<file path="config.mk">
export PLATFORM = sky130hd
export DESIGN_NAME = fixed_latency_divider
export DESIGN_NICKNAME = d
export VERILOG_FILES = /design/src/rtl/fixed_latency_divider.sv
export SDC_FILE = /design/constraint.sdc
export NUM_CORES = 1
export LEC_CHECK = 0
export BUFFER_PORTS_ARGS = -buffer_cell sky130_fd_sc_hd__buf_2
export CORE_UTILIZATION = 32
export DETAILED_ROUTE_END_ITERATION = 6
export PLACE_DENSITY = 0.55
export SLEW_MARGIN = 25
export SYNTH_ARGS = -nofsm -noshare
export SYNTH_HDL_FRONTEND = slang
export SYNTH_SLANG_ARGS = --single-unit
</file>
<file path="constraint.sdc">
create_clock -name clock -period 2.8 [get_ports clock]
set_input_delay 0.42 -clock clock [delete_from_list [all_inputs] [get_ports clock]]
set_output_delay 0.42 -clock clock [all_outputs]
set_load 0.03 [all_outputs]
</file>
<file path="src/rtl/fixed_latency_divider.sv">
// Fixed-latency signed divider: 2W-bit dividend / W-bit divisor, restoring, one quotient bit per clock.
// Optional simulation-only result checker enabled by defining DIV_SELFCHK_EN.
module fixed_latency_divider #(
   parameter int WIDTH = 32
) (
   input  logic               clock,
   input  logic               reset,
   input  logic [2*WIDTH-1:0] dvdnd,
   input  logic [WIDTH-1:0]   dvsor,
   input  logic               start,
   output logic [WIDTH-1:0]   quot,
   output logic [WIDTH-1:0]   rmdr,
   output logic               valid,
   output logic               ovfl,
   output logic               dz
);

   localparam int LATENCY = WIDTH + 2;
   localparam int CW      = $clog2(WIDTH);

   typedef enum logic [1:0] {IDLE, ITER, FIX, DONE} state_t;

   state_t             state_q, state_d;
   logic [CW-1:0]      cnt_q, cnt_d;
   logic               start_q, start_d;
   logic               arm_q, arm_d;
   logic [WIDTH-1:0]   rem_q, rem_d;
   logic [WIDTH-1:0]   acc_q, acc_d;
   logic [WIDTH-1:0]   dsm_q, dsm_d;
   logic [WIDTH-1:0]   dlo_q, dlo_d;
   logic               sd_q, sd_d;
   logic               qneg_q, qneg_d;
   logic               dzf_q, dzf_d;
   logic               ovf_q, ovf_d;
   logic [WIDTH-1:0]   fq_q, fq_d;
   logic [WIDTH-1:0]   fr_q, fr_d;
   logic               fo_q, fo_d;
   logic [WIDTH-1:0]   quot_q, quot_d;
   logic [WIDTH-1:0]   rmdr_q, rmdr_d;
   logic               valid_q, valid_d;
   logic               ovfl_q, ovfl_d;
   logic               dz_q, dz_d;

   logic               launch;
   logic [2*WIDTH-1:0] mag_dvdnd;
   logic [WIDTH-1:0]   mag_dvsor;
   logic [WIDTH:0]     trial;
   logic               ge;
   logic               neg;

   assign quot  = quot_q;
   assign rmdr  = rmdr_q;
   assign valid = valid_q;
   assign ovfl  = ovfl_q;
   assign dz    = dz_q;

   always_comb begin
      state_d   = state_q;
      cnt_d     = cnt_q;
      rem_d     = rem_q;
      acc_d     = acc_q;
      dsm_d     = dsm_q;
      dlo_d     = dlo_q;
      sd_d      = sd_q;
      qneg_d    = qneg_q;
      dzf_d     = dzf_q;
      ovf_d     = ovf_q;
      fq_d      = fq_q;
      fr_d      = fr_q;
      fo_d      = fo_q;
      quot_d    = quot_q;
      rmdr_d    = rmdr_q;
      ovfl_d    = ovfl_q;
      dz_d      = dz_q;
      start_d   = start;
      // arm blocks a launch from a start level that was already high across reset release
      arm_d     = arm_q | ~start;
      mag_dvdnd = dvdnd[2*WIDTH-1] ? -dvdnd : dvdnd;
      mag_dvsor = dvsor[WIDTH-1] ? -dvsor : dvsor;
      trial     = {rem_q, acc_q[WIDTH-1]};
      ge        = trial >= {1'b0, dsm_q};
      neg       = qneg_q && (acc_q != '0);
      launch    = (state_q == IDLE) && start && !start_q && arm_q;
      valid_d   = (state_q == DONE) && (!valid_q || start);

      unique case (state_q)
         IDLE: begin
            if (launch) begin
               // High half of the dividend seeds the partial remainder; low half shifts in bit by bit
               rem_d   = mag_dvdnd[2*WIDTH-1:WIDTH];
               acc_d   = mag_dvdnd[WIDTH-1:0];
               dsm_d   = mag_dvsor;
               dlo_d   = dvdnd[WIDTH-1:0];
               sd_d    = dvdnd[2*WIDTH-1];
               qneg_d  = dvdnd[2*WIDTH-1] ^ dvsor[WIDTH-1];
               dzf_d   = (dvsor == '0);
               ovf_d   = (mag_dvdnd[2*WIDTH-1:WIDTH] >= mag_dvsor);
               cnt_d   = CW'(LATENCY - 3);
               state_d = ITER;
            end
         end
         ITER: begin
            rem_d = ge ? WIDTH'(trial - {1'b0, dsm_q}) : trial[WIDTH-1:0];
            acc_d = {acc_q[WIDTH-2:0], ge};
            cnt_d = cnt_q - 1'b1;
            if (cnt_q == '0) state_d = FIX;
         end
         FIX: begin
            if (dzf_q) begin
               fq_d = '1;
               fr_d = dlo_q;
               fo_d = 1'b0;
            end else if (ovf_q || (!neg && acc_q[WIDTH-1]) ||
                         (neg && acc_q[WIDTH-1] && (acc_q[WIDTH-2:0] != '0))) begin
               fq_d = {1'b1, {(WIDTH-1){1'b0}}};
               fr_d = '0;
               fo_d = 1'b1;
            end else begin
               fq_d = neg ? -acc_q : acc_q;
               fr_d = sd_q ? -rem_q : rem_q;
               fo_d = 1'b0;
            end
            state_d = DONE;
         end
         DONE: begin
            if (!valid_q) begin
               quot_d = fq_q;
               rmdr_d = fr_q;
               ovfl_d = fo_q;
               dz_d   = dzf_q;
            end
            if (!start) state_d = IDLE;
         end
         default: state_d = IDLE;
      endcase
   end

   always_ff @(posedge clock or negedge reset) begin
      if (!reset) begin
         state_q <= IDLE;
         cnt_q   <= '0;
         start_q <= 1'b0;
         arm_q   <= 1'b0;
         rem_q   <= '0;
         acc_q   <= '0;
         dsm_q   <= '0;
         dlo_q   <= '0;
         sd_q    <= 1'b0;
         qneg_q  <= 1'b0;
         dzf_q   <= 1'b0;
         ovf_q   <= 1'b0;
         fq_q    <= '0;
         fr_q    <= '0;
         fo_q    <= 1'b0;
         quot_q  <= '0;
         rmdr_q  <= '0;
         valid_q <= 1'b0;
         ovfl_q  <= 1'b0;
         dz_q    <= 1'b0;
      end else begin
         state_q <= state_d;
         cnt_q   <= cnt_d;
         start_q <= start_d;
         arm_q   <= arm_d;
         rem_q   <= rem_d;
         acc_q   <= acc_d;
         dsm_q   <= dsm_d;
         dlo_q   <= dlo_d;
         sd_q    <= sd_d;
         qneg_q  <= qneg_d;
         dzf_q   <= dzf_d;
         ovf_q   <= ovf_d;
         fq_q    <= fq_d;
         fr_q    <= fr_d;
         fo_q    <= fo_d;
         quot_q  <= quot_d;
         rmdr_q  <= rmdr_d;
         valid_q <= valid_d;
         ovfl_q  <= ovfl_d;
         dz_q    <= dz_d;
      end
   end

`ifdef DIV_SELFCHK_EN
   integer             err_cnt = 0;
   logic [2*WIDTH-1:0] chk_a = '0;
   logic [WIDTH-1:0]   chk_b = '0;
   logic               chk_v = 1'b0;

   always @(posedge clock) begin
      if (launch) begin
         chk_a <= dvdnd;
         chk_b <= dvsor;
      end
   end

   always @(negedge clock) begin
      logic signed [2*WIDTH-1:0] eq, er;
      if (valid && !chk_v && !dz && !ovfl) begin
         eq = $signed(chk_a) / $signed({{WIDTH{chk_b[WIDTH-1]}}, chk_b});
         er = $signed(chk_a) % $signed({{WIDTH{chk_b[WIDTH-1]}}, chk_b});
         if ((eq[WIDTH-1:0] !== quot) || (er[WIDTH-1:0] !== rmdr)) begin
            err_cnt = err_cnt + 1;
            $display("DIV MISMATCH dvdnd=%0h dvsor=%0h quot=%0h rmdr=%0h exp_quot=%0h exp_rmdr=%0h",
                     chk_a, chk_b, quot, rmdr, eq[WIDTH-1:0], er[WIDTH-1:0]);
         end
      end
      chk_v = valid;
   end
`endif

endmodule

</file>
### After elaboration in Yosys (flattened, before gate mapping)

Index checks and enable logic that the tools add are counted.
Widths: inputs -> output; s select.

| operators by class | value |
|---|---|
| mux-type cells | 21 |
| $add $sub $neg | 6 |
| $lt $le $gt $ge | 2 |
| bitwise gates (word level) | 4 |
| equal/unequal tests | 6 |
| reduce and logical (&&, ||, !) cells | 24 |

Operators with widths:

| cell | count |
|---|---|
| $mux 32 | 10 |
| $pmux 32 s2 | 2 |
| $neg 32->32 | 3 |
| $mux 64 | 1 |
| $neg 64->64 | 1 |
| $ge 33x32->1 | 1 |
| $ge 32x32->1 | 1 |
| $logic_not 32->1 | 1 |
| $reduce_bool 32->1 | 1 |
| $sub 32x32->32 | 1 |
| $reduce_bool 31->1 | 1 |
| $pmux 5 s2 | 1 |
| $logic_and 1x1->1 | 8 |
| $pmux 2 s4 | 1 |
| $mux 2 | 3 |
| $ne 2x2->1 const B | 3 |
| $reduce_and 2->1 | 3 |
| $logic_not 5->1 | 1 |
| $mux 5 | 1 |
| $sub 5x1->5 const B | 1 |
| $eq 2x2->1 const B | 2 |
| $logic_not 1->1 | 3 |
| $logic_or 1x1->1 | 3 |
| $reduce_and 3->1 | 1 |
| 7 further kinds | 9 |

| storage, ports and cells | value |
|---|---|
| flip-flop bits (word level) | 273 |
| input bits | 99 |
| output and inout port bits | 67 |

### Longest topological paths before layout

| depth | value |
|---|---|
| depth in word-level cells | 8 |
| mapped depth | 18 |

### Worst setup path after synthesis

OpenSTA, ideal clock, no wires.

| timing path | value |
|---|---|
| path type | in2reg |
| start | input dvdnd[8] |
| end | register ovf_q |
| data required time | 2672 ps |
| stages | 16 |
| arrival | 4042 ps |
| setup slack | -1369 ps |
| cells stage by stage | or3_4 or4_4 or4_4 or3_1 clkbuf_1 o21ai_0 xnor2_1 ha_1 a21o_1 a21o_1 a21oi_1 o21ai_0 a2111oi_0 o21ai_0 a21oi_1 o21ai_0 |

| between the ends | value |
|---|---|
| longest elaborated chain between the ends | 3 |

Ends and longest elaborated chain:

| item | RTL line | text |
|---|---|---|
| start: declaration | 8 | `input logic [2*WIDTH-1:0] dvdnd,` |
| $neg 64->64 | 78 | `mag_dvdnd = dvdnd[2*WIDTH-1] ? -dvdnd : dvdnd;` |
| $mux 64 | 78 |  |
| $ge 32x32->1 | 97 | `ovf_d = (mag_dvdnd[2*WIDTH-1:WIDTH] >= mag_dvsor);` |
| end signal: assignment | 172 | `ovf_q <= ovf_d;` |
| end: declaration | 34 | `logic ovf_q, ovf_d;` |

No other way between the ends.
A chain may end at the register's enable or synchronous reset.

### Worst setup path in the final report

| timing path | value |
|---|---|
| start | input dvdnd[7] |
| end | register ovf_q |

Same word-level chain as after synthesis.

==> results.md <==
* Tcrit/Tclk final at 1.32
* Met3 Resource Use GR at 0.0288
* Post-synth EDFFs at 0
* Register bit count reported by yosys at between 200 and 300
* Relative slew margins at 0.258
* Final GP Congestion at approximately 0.94
* Critical path startpoint category: input port
* Wire per inst at between 15 and 20 um
* Post-synth top flop: dfrtp_1
* Setup TNS at -3.14 ns
* Post-synthesis cell type count at about 70
* Final setup margin at -0.895 ns
* Pre-CTS setup slack at -1.72 ns
* Max Cap Viol at 0
* Cell area after synthesis at around 17000 um^2
* Die X at between 200 and 250 um
* Initial core utilization at 0.326
* Fmax at between 0.2 and 0.3 GHz
* Worst endpoint required time at 3.29 ns
* CP Class: input port to flip-flop
* Final Instance Area at ~25000 um^2
* Lkg Pwr at around 11 nW
* GR peak layer: met2
* Min Tclk post-route at around 3.7 ns
* Syn nets at 2059
* Worst hold path endpoint: start_q
* N_diodes at 0
* P&R area growth vs syn at 43.7%
* DR DRC count at 30
* # IOs at around 170
* CTS Sinks at approximately 270
* Flop-to-flop setup slack at -0.21 ns
* Share of layout cells above drive strength 1 at 0.406
* Vias in the first global route at 16529
* Vias per std cell at ~5.2
* Bufs on Longest Clock Path at 3
* Via count at around 17000
* Avg Inst Size Synth at between 9 and 10 um^2
* YS warnings at 0
* Num CTS Buffers at 31
* All-Layer GR Usage at 0.218
* Max IR drop VDD at ~0.57 mV
* DRT iter0 DRCs at 1085
* Crit path arrival time at between 4 and 5 ns
* Placed insts at 3065
* Port bufs at between 150 and 200
* Critical R2R Launch: rem_q[2]
* Sequential share of the synthesized area at 0.398
* Util after Layout at 0.468
* Hold WC Path Type: input port to flip-flop
* Drt pass-1 iters at 7
* Post-Route Skew at between 0.03 and 0.04 ns
* Hold Slack at 0.0444 ns
* Largest net degree at the start of global routing at 76
* Final wirelength at 60700 um
* RR Endpoint: fr_q[29]
* Final cell count without fillers at between 3000 and 4000
* Detail Route Antenna Nets at 0
* Root buffer cell: clkbuf_16
* Core area at between 50000 and 60000 um^2
* Worst setup EP type: flip-flop
* Min-delay src: start
* Failing checks: design-rule violations, negative setup slack
* Worst-path fanout max at 3
* Asr flop ratio synth at 1.00
* Global-route wire length before repair at roughly 93000 um
* Post-Synthesis Cells at 1885
* Worst Hold Depth at 1
* Outcome: finished, violations left
* H-tree depth at 1
* Initial antenna violation count at 0
* Worst-Margin Slew at around 1.1 ns
* Clk slew on worst S/H paths at 0.06 ns
* Final hold vios at 0
* Fillers at 5050
* Die Y at 234 um
* Gr ovfl total at 0
* Skew-Pair Late Insertion Delay at 0.58 ns
* # rows at 84
* Met1 Usage GRT at 0.301
* R2R cell count at 8
* RSZ-0062 raised after global routing: true
* Layout Nets at ~2600
* Power Density at between 1000 and 1500 nW/um^2
* Slew Viols, Final at 0
* Final setup fails at 25
* Met2 Use GR at 0.355
* CTS tree: built
* Power Total at 30.3 mW
* DIE AREA at between 50000 and 60000 um^2
* Cell Area, Placed at 22000 um^2
* DP HPWL at approximately 47000 um
synthesized netlist by cell type, drive strengths merged (6+ instances only):
cell    count  area share
nand2     174       0.038
ha         74       0.054
o41ai      24       0.013
o211ai     13      0.0057
a211oi     20      0.0087
o21ai     151       0.044
dfrtp     273        0.40
o221ai     23       0.012
or3        18      0.0070
o21a        6      0.0026
or4        23       0.011
buf        16      0.0052
mux2i      12      0.0070
o22ai      17      0.0062
xnor2      75       0.038
o31ai      43       0.019
nand4      17      0.0062
nand3      24      0.0070
nor3       51       0.015
a31oi      14      0.0051
mux2      107       0.070
clkbuf     91       0.020
nor2      131       0.029
nand2b     24      0.0087
inv        79       0.017
a21oi     156       0.045
xor2      101       0.051
nor4       22      0.0084
or2        11      0.0040
nor2b       9      0.0033
a21boi      6      0.0026
a21o       19      0.0083
area by class of cell:
class | count | area, um^2 | share of cell area
clock inverter | 20 | 244 | 0.00988
sequential | 273 | 6840 | 0.277
tap | 688 | 861 | 0.0349
clock buffer | 37 | 828 | 0.0335
multi-input combinational | 1425 | 10800 | 0.439
timing repair buffer | 642 | 4780 | 0.194
inverter | 80 | 300 | 0.0122
flip-flops by register name (all words and copies together) (netlist names), 2 cells and up:
signal   cells
acc_q       32
dlo_q       32
dsm_q       32
fq_q        32
fr_q        32
quot        32
rem_q       32
rmdr        32
cnt_q        5
state_q      2
cell usage in the layout, fill, tap and decap left out, drive strengths merged, types with 5 or more instances in the layout:
| cell | instances |
|---|---|
| nor4 | 22 |
| mux2i | 12 |
| or3 | 18 |
| nand3 | 24 |
| nand2b | 24 |
| o22ai | 17 |
| clkinv | 12 |
| nor2 | 131 |
| o221ai | 23 |
| or2 | 11 |
| inv | 80 |
| nor2b | 9 |
| o31ai | 43 |
| a21o | 19 |
| a31oi | 14 |
| nand4 | 17 |
| dfrtp | 273 |
| ha | 74 |
| o21ai | 151 |
| xnor2 | 75 |
| a21boi | 6 |
| a211oi | 20 |
| nand2 | 174 |
| o211ai | 13 |
| o21a | 6 |
| xor2 | 101 |
| buf | 641 |
| a21oi | 156 |
| clkbuf | 37 |
| nor3 | 51 |
| mux2 | 107 |
| o41ai | 24 |
| or4 | 23 |
| bufinv | 5 |
power by group:
part	switching [mW]	internal (mW)
sequential	1.36	5.88
clock	1.72	2.57
combinational	10.1	8.69
cells by family (layout without fill, tap and decap cells):
group / after synthesis / in the layout / synth area share
AND/OR/NAND/NOR: 526 / 526 / 0.147
buffers and inverters: 187 / 779 / 0.0426
multiplexers: 119 / 119 / 0.0771
flip-flops: 273 / 273 / 0.398
XOR/XNOR: 176 / 176 / 0.0897
adder cells (fa/ha/maj): 75 / 75 / 0.0551
AO/OA/AOI/OAI: 529 / 529 / 0.191
worst max-delay path, cell delays in order:
cell and delay, ns:
buf_6 0.09, or3_4 0.38, or4_4 0.53, or4_4 0.57, or4b_4 0.56, buf_6 0.16, buf_6 0.11, buf_6 0.11
o21ai_4 0.13, xnor2_2 0.10, ha_1 0.32, nand2_1 0.06, nor4_1 0.32, o21ai_0 0.15, o21ai_1 0.16
metal layers:
metal	vias up	wire [um]
li1	7924	-
met1	8077	27900
met2	441	28100
met3	89	3210
met4	0	1550
met5	-	0
timing repair:
action,in CTS,in global routing
gates cloned,1,0
resized for setup,105,169
endpoints found under the setup margin,41,60
setup buffers,27,24
pin swaps,66,97
hold buffers,1,0
hold endpoints to repair,68,0
how the worst max path moves through the flow:
| stage | from | to | slack, ns | cells after the start |
|---|---|---|---|---|
| after CTS | dvdnd[7] | ovf_q | -1.0 | 16 |
| after detailed placement | dvdnd[8] | ovf_q | -1.72 | 17 |
| after global placement | dvdnd[8] | ovf_q | -1.66 | 17 |
| after global routing | dvdnd[7] | ovf_q | -1.01 | 16 |
| final | dvdnd[7] | ovf_q | -0.90 | 15 |
| after floorplan | dvdnd[8] | ovf_q | -1.22 | 15 |
Power figures use the tool's default switching activity.
